[src/rtl/mc_ctrl.sv]
// rtl/mc_ctrl.sv - multicycle MIPS-subset control FSM driving the IFU fetch/next-PC interface
// Sequences fetch/decode/exec/mem/writeback and counts retired instructions.
module mc_ctrl #(
  parameter int CNT_W          = 32,
  parameter bit ILLEGAL_AS_NOP = 1'b1
) (
  input  logic             clk,
  input  logic             reset,
  input  logic [31:0]      instr,
  input  logic             zero,
  input  logic             mem_ready,
  output logic             IRWr,
  output logic             PCWr,
  output logic [1:0]       NPCSel,
  output logic             RegWr,
  output logic [1:0]       RegDst,
  output logic [1:0]       WDSel,
  output logic             ALUSrc,
  output logic [1:0]       ALUOp,
  output logic             ExtOp,
  output logic             MemWr,
  output logic             illegal,
  output logic [2:0]       state,
  output logic [CNT_W-1:0] retired
);

  localparam logic [2:0] S_FETCH  = 3'd0;
  localparam logic [2:0] S_DECODE = 3'd1;
  localparam logic [2:0] S_EXEC   = 3'd2;
  localparam logic [2:0] S_MEM    = 3'd3;
  localparam logic [2:0] S_WB     = 3'd4;
  localparam logic [2:0] S_HALT   = 3'd7;

  localparam logic [1:0] NPC_SEQ  = 2'b00;
  localparam logic [1:0] NPC_REG  = 2'b01;
  localparam logic [1:0] NPC_JMP  = 2'b10;
  localparam logic [1:0] NPC_BEQ  = 2'b11;

  logic [2:0]       state_q, state_d;
  logic [CNT_W-1:0] retired_q, retired_d;

  logic [5:0] op;
  logic [5:0] funct;
  logic       is_addu, is_subu, is_jr, is_ori, is_lui;
  logic       is_lw, is_sw, is_beq, is_j, is_jal;
  logic       is_rtype, is_legal;
  logic [1:0] alu_op_c;
  logic       alu_src_c;
  logic       ext_op_c;

  // Only opcode and funct steer control; register and immediate fields belong to the datapath.
  logic unused_instr_fields;
  assign unused_instr_fields = ^instr[25:6];

  assign op    = instr[31:26];
  assign funct = instr[5:0];

  always_comb begin
    is_addu  = (op == 6'h00) && (funct == 6'h21);
    is_subu  = (op == 6'h00) && (funct == 6'h23);
    is_jr    = (op == 6'h00) && (funct == 6'h08);
    is_ori   = (op == 6'h0D);
    is_lui   = (op == 6'h0F);
    is_lw    = (op == 6'h23);
    is_sw    = (op == 6'h2B);
    is_beq   = (op == 6'h04);
    is_j     = (op == 6'h02);
    is_jal   = (op == 6'h03);
    is_rtype = is_addu || is_subu;
    is_legal = is_addu || is_subu || is_jr || is_ori || is_lui ||
               is_lw || is_sw || is_beq || is_j || is_jal;
  end

  always_comb begin
    alu_op_c  = 2'b00;
    alu_src_c = 1'b0;
    ext_op_c  = 1'b0;
    if (is_subu || is_beq) begin
      alu_op_c = 2'b01;
    end else if (is_ori) begin
      alu_op_c = 2'b10;
    end else if (is_lui) begin
      alu_op_c = 2'b11;
    end
    alu_src_c = is_ori || is_lui || is_lw || is_sw;
    ext_op_c  = is_lw || is_sw || is_beq;
  end

  always_ff @(posedge clk or posedge reset) begin
    if (reset) begin
      state_q <= S_FETCH;
    end else begin
      state_q <= state_d;
    end
  end

  always_comb begin
    state_d = S_FETCH;
    case (state_q)
      S_FETCH:  state_d = S_DECODE;
      S_DECODE: begin
        if (is_j || is_jal || is_jr) begin
          state_d = S_FETCH;
        end else if (!is_legal) begin
          state_d = ILLEGAL_AS_NOP ? S_FETCH : S_HALT;
        end else begin
          state_d = S_EXEC;
        end
      end
      S_EXEC: begin
        if (is_lw || is_sw) begin
          state_d = S_MEM;
        end else if (is_beq) begin
          state_d = S_FETCH;
        end else begin
          state_d = S_WB;
        end
      end
      S_MEM: begin
        if (!mem_ready) begin
          state_d = S_MEM;
        end else if (is_lw) begin
          state_d = S_WB;
        end else begin
          state_d = S_FETCH;
        end
      end
      S_WB:     state_d = S_FETCH;
      S_HALT:   state_d = S_HALT;
      default:  state_d = S_FETCH;
    endcase
  end

  // Strobes are gated by reset so an aborted instruction never leaks a write.
  always_comb begin
    IRWr    = 1'b0;
    PCWr    = 1'b0;
    NPCSel  = NPC_SEQ;
    RegWr   = 1'b0;
    RegDst  = 2'b00;
    WDSel   = 2'b00;
    ALUSrc  = 1'b0;
    ALUOp   = 2'b00;
    ExtOp   = 1'b0;
    MemWr   = 1'b0;
    illegal = 1'b0;
    if (!reset) begin
      case (state_q)
        S_FETCH: IRWr = 1'b1;
        S_DECODE: begin
          if (is_j || is_jal) begin
            PCWr   = 1'b1;
            NPCSel = NPC_JMP;
          end
          if (is_jal) begin
            RegWr  = 1'b1;
            RegDst = 2'b10;
            WDSel  = 2'b10;
          end
          if (is_jr) begin
            PCWr   = 1'b1;
            NPCSel = NPC_REG;
          end
          if (!is_legal) begin
            illegal = 1'b1;
            PCWr    = ILLEGAL_AS_NOP;
          end
        end
        S_EXEC: begin
          ALUOp  = alu_op_c;
          ALUSrc = alu_src_c;
          ExtOp  = ext_op_c;
          if (is_beq) begin
            PCWr   = 1'b1;
            NPCSel = zero ? NPC_BEQ : NPC_SEQ;
          end
        end
        S_MEM: begin
          ALUOp  = alu_op_c;
          ALUSrc = alu_src_c;
          ExtOp  = ext_op_c;
          if (mem_ready && is_sw) begin
            MemWr = 1'b1;
            PCWr  = 1'b1;
          end
        end
        S_WB: begin
          ALUOp  = alu_op_c;
          ALUSrc = alu_src_c;
          ExtOp  = ext_op_c;
          RegWr  = 1'b1;
          PCWr   = 1'b1;
          RegDst = is_rtype ? 2'b01 : 2'b00;
          WDSel  = is_lw ? 2'b01 : 2'b00;
        end
        default: ;
      endcase
    end
  end

  always_comb begin
    retired_d = retired_q;
    if (PCWr) begin
      retired_d = retired_q + CNT_W'(1);
    end
  end

  always_ff @(posedge clk or posedge reset) begin
    if (reset) begin
      retired_q <= '0;
    end else begin
      retired_q <= retired_d;
    end
  end

  assign state   = state_q;
  assign retired = retired_q;

endmodule

[config.mk]
export PLATFORM = sky130hd
export DESIGN_NAME = mc_ctrl
export DESIGN_NICKNAME = d
export VERILOG_FILES = /design/src/rtl/mc_ctrl.sv
export SDC_FILE = /design/constraint.sdc
export NUM_CORES = 1
export LEC_CHECK = 0
export ABC_AREA = 1
export CORE_ASPECT_RATIO = 1.2
export CORE_MARGIN = 2
export CORE_UTILIZATION = 52
export CTS_BUF_LIST = sky130_fd_sc_hd__clkbuf_8
export DETAILED_ROUTE_END_ITERATION = 8
export MAX_ROUTING_LAYER = met4
export PLACE_DENSITY = 0.95
export SYNTH_ARGS = -nofsm -noshare
export SYNTH_HDL_FRONTEND = slang
export SYNTH_SLANG_ARGS = --single-unit
[constraint.sdc]
create_clock -name clk -period 2.6 [get_ports clk]
set_input_delay 0.26 -clock clk [delete_from_list [all_inputs] [get_ports clk]]
set_output_delay 0.26 -clock clk [all_outputs]
set_load 0.01 [all_outputs]
==> results of run 1 <==
==> metrics by stage <==
step	cell area [µm²]	hold WS, ps	setup slack [ps]
after CTS	3600	496	192
after floorplan	2820	502	971
after global placement	3480	505	199
after global routing	3600	555	41.2
after detailed placement	3480	521	211
final	3600	487	162
==> per-layer routing <==
metal | vias up | global-route usage (%)
met4 | 0 | 9.95
met3 | 17 | 5.04
met5 | - | -
met1 | 1332 | 27.8
met2 | 117 | 43.5
li1 | 1468 | -
==> placed cells by master, fill, tap and decap left out, drive strengths merged <==
cell and n:
nand2 189, clkdlybuf4s50 65, nor2 65, nand3 43, dfrtp 35, inv 29
nand3b 14, xor2 11, clkbuf 6, nand4 6, buf 5, o21ai 4
nor3 4, xnor2 3, a21oi 3, a31oi 2, a22oi 1, or2 1
nor4 1, a32oi 1, ha 1, clkinv 1, bufinv 1
==> sequential cells by signal (all words and copies together) (netlist names) <==
signal   count
state        3
retired     32
==> where the power goes <==
group          internal [mW]  total [mW]  switching (mW)
sequential             0.594       0.677          0.0826
combinational          0.289       0.758           0.469
clock                  0.310       0.512           0.202
total                   1.19        1.95           0.754
==> logic make-up after synthesis <==
logic type | after synthesis | share of synthesized area, %
adder cells (fa/ha/maj) | 1 | 0.443
buffers and inverters | 40 | 7.62
AO/OA/AOI/OAI | 11 | 2.26
XOR/XNOR | 14 | 4.34
AND/OR/NAND/NOR | 323 | 54.3
flip-flops | 35 | 31.0
==> worst min-delay path: cells and delay by family <==
| kind | cells | cell delay, ps |
|---|---|---|
| buffers and inverters | 3 | 880 |
==> worst paths after layout <==
check | start | end | cells after the start
worst min-delay path | reset | state[0] | 3
worst max register to register | retired[0] | retired[22] | 10
max in group asynchronous | reset | retired[23] | 3
worst max-delay path | state[1] | ExtOp | 6
min in group clk | retired[31] | retired[31] | 2
worst min register to register | retired[31] | retired[31] | 2
==> layout make-up <==
type	count	share of cell area (%)
multi-input cells	349	48.1
inverters	29	3.02
clock buffers	6	2.29
clock inverters	2	0.973
well taps	62	2.15
repair buffers	70	19.1
flip-flops and latches	35	24.3
==> results.ini, run 1 <==
[global_route]
antenna_found_initial=0
gr-usage-all-layers_pct=25.1
grt.overflow.total=0
grt_first_pass_wirelength_um=12000
grt_pass1_vias=2840
grt_max_degree=33

[die]
die_area_um2=6040
initial_core_util_pct=53.7
die_w_um=71.3
rows=29
core_area_um2=5260
ios=86
die_h_um=84.7

[synth]
synth.area.top_cells=dfrtp_1 (31%), nand2_1 (20%), nand3_1 (7.4%)
yosysUniqueCellTypes=31
yosys-top-cells-count=nand2_1 (154), nor2_1 (50), nand3_1 (42), dfrtp_1 (35), nand2_2 (32)
ys_seq_area_share_pct=31.0
ys_ff_latch=35
avgSynthCellArea_um2=6.66
synth_top_cell_by_area=dfrtp_1
ys.flop_type=dfrtp_1
syn_nets=461
synth_edf_count=0
synth_top_area_share_pct=31.0
syn_area_um2=2820
ys_warn_count=0
yosysMostFrequentCell=nand2_1
syn-instance-count=424
postSynth.asyncResetShare_pct=100

[cts]
htree_levels=2
cts_made_buffers=5
holdBufCountCts=0
clk_pin_slew_worst_paths_ps=70
clockBufferDepth=2
cts_resized=0
post_cts_buffers=0
cts.sinks=35
insertion_delay_ps=290
root_buffer=clkbuf_8
cts_tree=yes

[layout]
area_growth_pct=27.5
antenna_cells=0
instances_no_fill=553
num-fill-cells=442
drive_gt1_share_pct=14.9
nets=527
seqCellArea_um2=876
utilization_pct=68.4
multiInputGateArea_um2=1730

[route]
met1_length_um=2870
wl_met3_um=494
wl_per_cell_um=13.0
vias=2934
topRoutingLayerUsed=met4
drt-total-wl_um=7180
dr.pass1.iters=4
via_per_inst=5.31
wl_met2_um=3680
drc=0
drtAntennaViolNets=0
first_iter_violations=152

[worst_setup_path]
arrival_ps=2180
cpLargestDelayFamily=buffers and inverters
crit_buf_inv=2
critical-path-max-stage-delay_ps=540
worstSetupPathType=flop to primary output
crit_fanout=7
cp_slowest_cell=clkdlybuf4s50_1
worstPathRequired_ps=2340
endpoint_kind=primary output
r2r_slack_ps=680
crit_path_start_kind=flop
path_cells=nor2_1, nand2_1, a21oi_1, o21ai_0, inv_1, clkdlybuf4s50_1

[power_and_ir_drop]
power_mw=1.95
p_leak_nw=1.66
vdd_drop_max_uv=334
power.density_nw_per_um2=541

[timing]
drv_slew=0
max_freq_ghz=0.410
post-route-period-util_pct=93.8
worst_pin_slew_ps=501
relSlewSlack_pct=66.6
finClkSkew_ps=9.71
rsz0062_at_grt=no
hold_viol_final=0
period_minus_slack_ps=2440
fin_tns_setup_ps=0
setup_viol=0

[place]
hpwlAfterDp_um=5380
place_congestion=0.903
dp_cells=545
portBuffers=65

[outcome]
status=complete, no violations

[run]
cap_violations=0

[min_path]
hold_path.class=input port to async pin

Note: power is estimated with default switching activity, not from simulation.
==> run 2: changes to the inputs <==
Settings changed: CTS_CLUSTER_SIZE from default to 40.
==> results of run 2 <==
The final DEF is identical to that of run 1; final timing and power are the same.
==> run 3: changes to the inputs <==
Settings changed: CORE_UTILIZATION 52 to 49, PLACE_DENSITY 0.95 to 0.91.
Clock period 2.6 ns to 2.4 ns, I/O delays scaled along.
==> run 3 against run 2 <==
Combinational power increased by 9.0%. Design area increased by 0.66%. Clock power decreased by 10%. First-iteration DRC count increased by 17%. Non-clock buffer count increased by 1. Critical path depth increased by 3. Clock-buffer cell count increased by 1. Sequential share of layout area decreased by 0.091 points. Worst setup slack got worse by 83 ps. Sequential power increased by 9.0%. Via count increased by 0.34%.
==> results.ini, run 3 (synthesis results as in run 1) <==
[outcome]
status=complete, no violations

[cts]
cts_resized=0
cts_made_buffers=5
htree_levels=2
post_cts_buffers=0
holdBufCountCts=0
cts_tree=yes
cts.sinks=35
clockBufferDepth=2
root_buffer=clkbuf_8
insertion_delay_ps=290
clk_pin_slew_worst_paths_ps=70

[route]
wl_per_cell_um=12.6
topRoutingLayerUsed=met4
wl_met3_um=403
wl_met2_um=3550
met1_length_um=2870
via_per_inst=5.29
vias=2944
drt-total-wl_um=6980
drtAntennaViolNets=0
first_iter_violations=178
drc=0
dr.pass1.iters=5

[power_and_ir_drop]
power.density_nw_per_um2=559
p_leak_nw=1.69
vdd_drop_max_uv=471
power_mw=2.03

[timing]
post-route-period-util_pct=96.7
drv_slew=0
relSlewSlack_pct=50.5
hold_viol_final=0
setup_viol=0
period_minus_slack_ps=2320
finClkSkew_ps=8.34
worst_pin_slew_ps=743
max_freq_ghz=0.431

[die]
ios=86
die_h_um=87.2
core_area_um2=5630
rows=30
die_area_um2=6390
die_w_um=73.3
initial_core_util_pct=50.2

[global_route]
grt_max_degree=68
grt.overflow.total=0
gr-usage-all-layers_pct=23.5
grt_pass1_vias=2709
grt_first_pass_wirelength_um=11700
antenna_found_initial=0

[layout]
multiInputGateArea_um2=1750
instances_no_fill=556
drive_gt1_share_pct=15.7
num-fill-cells=519
antenna_cells=0
seqCellArea_um2=878
layout_common_cells=nand2_1 (154), clkdlybuf4s50_1 (62), nor2_1 (50)
nets=528
area_growth_pct=28.4
mostFrequentLayoutCell=nand2_1
largest_reg_flops=32

[worst_setup_path]
worstSetupPathType=input port to primary output
worstPathRequired_ps=2160
crit_fanout=5
endpoint_kind=primary output
arrival_ps=2080
rr_worst_depth=10
crit_path_start_kind=input port

[place]
place_congestion=0.922
dp_cells=548
portBuffers=65
hpwlAfterDp_um=5210

[run]
cap_violations=0

[min_path]
hold_path.class=flop to flop
hold_depth=2

==> run 3: cell count changes in the layout (fill, tap and decap cells not counted), sizes merged <==
cell / previous run / this run
dlymetal6s2s: 0 / 3
bufinv: 1 / 0
inv: 29 / 30
clkbuf: 6 / 7
clkdlybuf4s50: 65 / 62
buf: 5 / 6
clkinv: 1 / 0
==> run 3: final cells by class <==
| type | count | area share (%) |
|---|---|---|
| clock buffers | 7 | 2.66 |
| clock inverters | 1 | 0.104 |
| inverters | 29 | 3.00 |
| multi-input cells | 349 | 48.4 |
| flip-flops and latches | 35 | 24.2 |
| well taps | 64 | 2.21 |
| repair buffers | 71 | 19.4 |
==> run 3: worst max-delay path, stage by stage <==
cell and delay, ps:
clkdlybuf4s50_1 460, nor2_4 210, nand4_1 220, buf_4 210, nand4_2 100, nand2_4 80
nand2_8 60, inv_2 40, clkdlybuf4s50_1 470
==> run 3: metal layers <==
layer  up-vias  global-route usage [%]
li1       1480                       -
met4         0                    8.10
met3        21                    4.51
met1      1353                    25.7
met2        90                    42.1
met5         -                       -
==> run 3: path summary, 6_finish.rpt <==
kind                                  start     endpoint  slack, ps
worst min register to register  retired[31]  retired[31]        520
worst min-delay path            retired[31]  retired[31]        520
worst max register to register   retired[0]  retired[20]        450
max in group asynchronous             reset     state[2]       1090
worst max-delay path              instr[31]         PCWr         80
min in group asynchronous             reset  retired[29]        760
==> run 3: stage by stage <==
| step | hold slack [ps] | TNS, ps | cell area, µm² | util [%] | setup slack, ps |
|---|---|---|---|---|---|
| finish | 523 | 0 | 3620 | 64.4 | 78.6 |
| global route | 574 | -7.22 | 3620 | 64.4 | -7.22 |
| CTS | 531 | 0 | 3590 | 63.8 | 34.7 |
| detailed placement | 514 | 0 | 3490 | 62.0 | 45.6 |
| global placement | 508 | 0 | 3490 | 62.0 | 76.8 |
| floorplan | 482 | 0 | 2820 | - | 791 |
==> run 3: power breakdown <==
part | total, mW | switching (mW) | internal [mW]
sequential | 0.738 | 0.0922 | 0.646
combinational | 0.826 | 0.509 | 0.317
clock | 0.461 | 0.204 | 0.258
total | 2.03 | 0.805 | 1.22
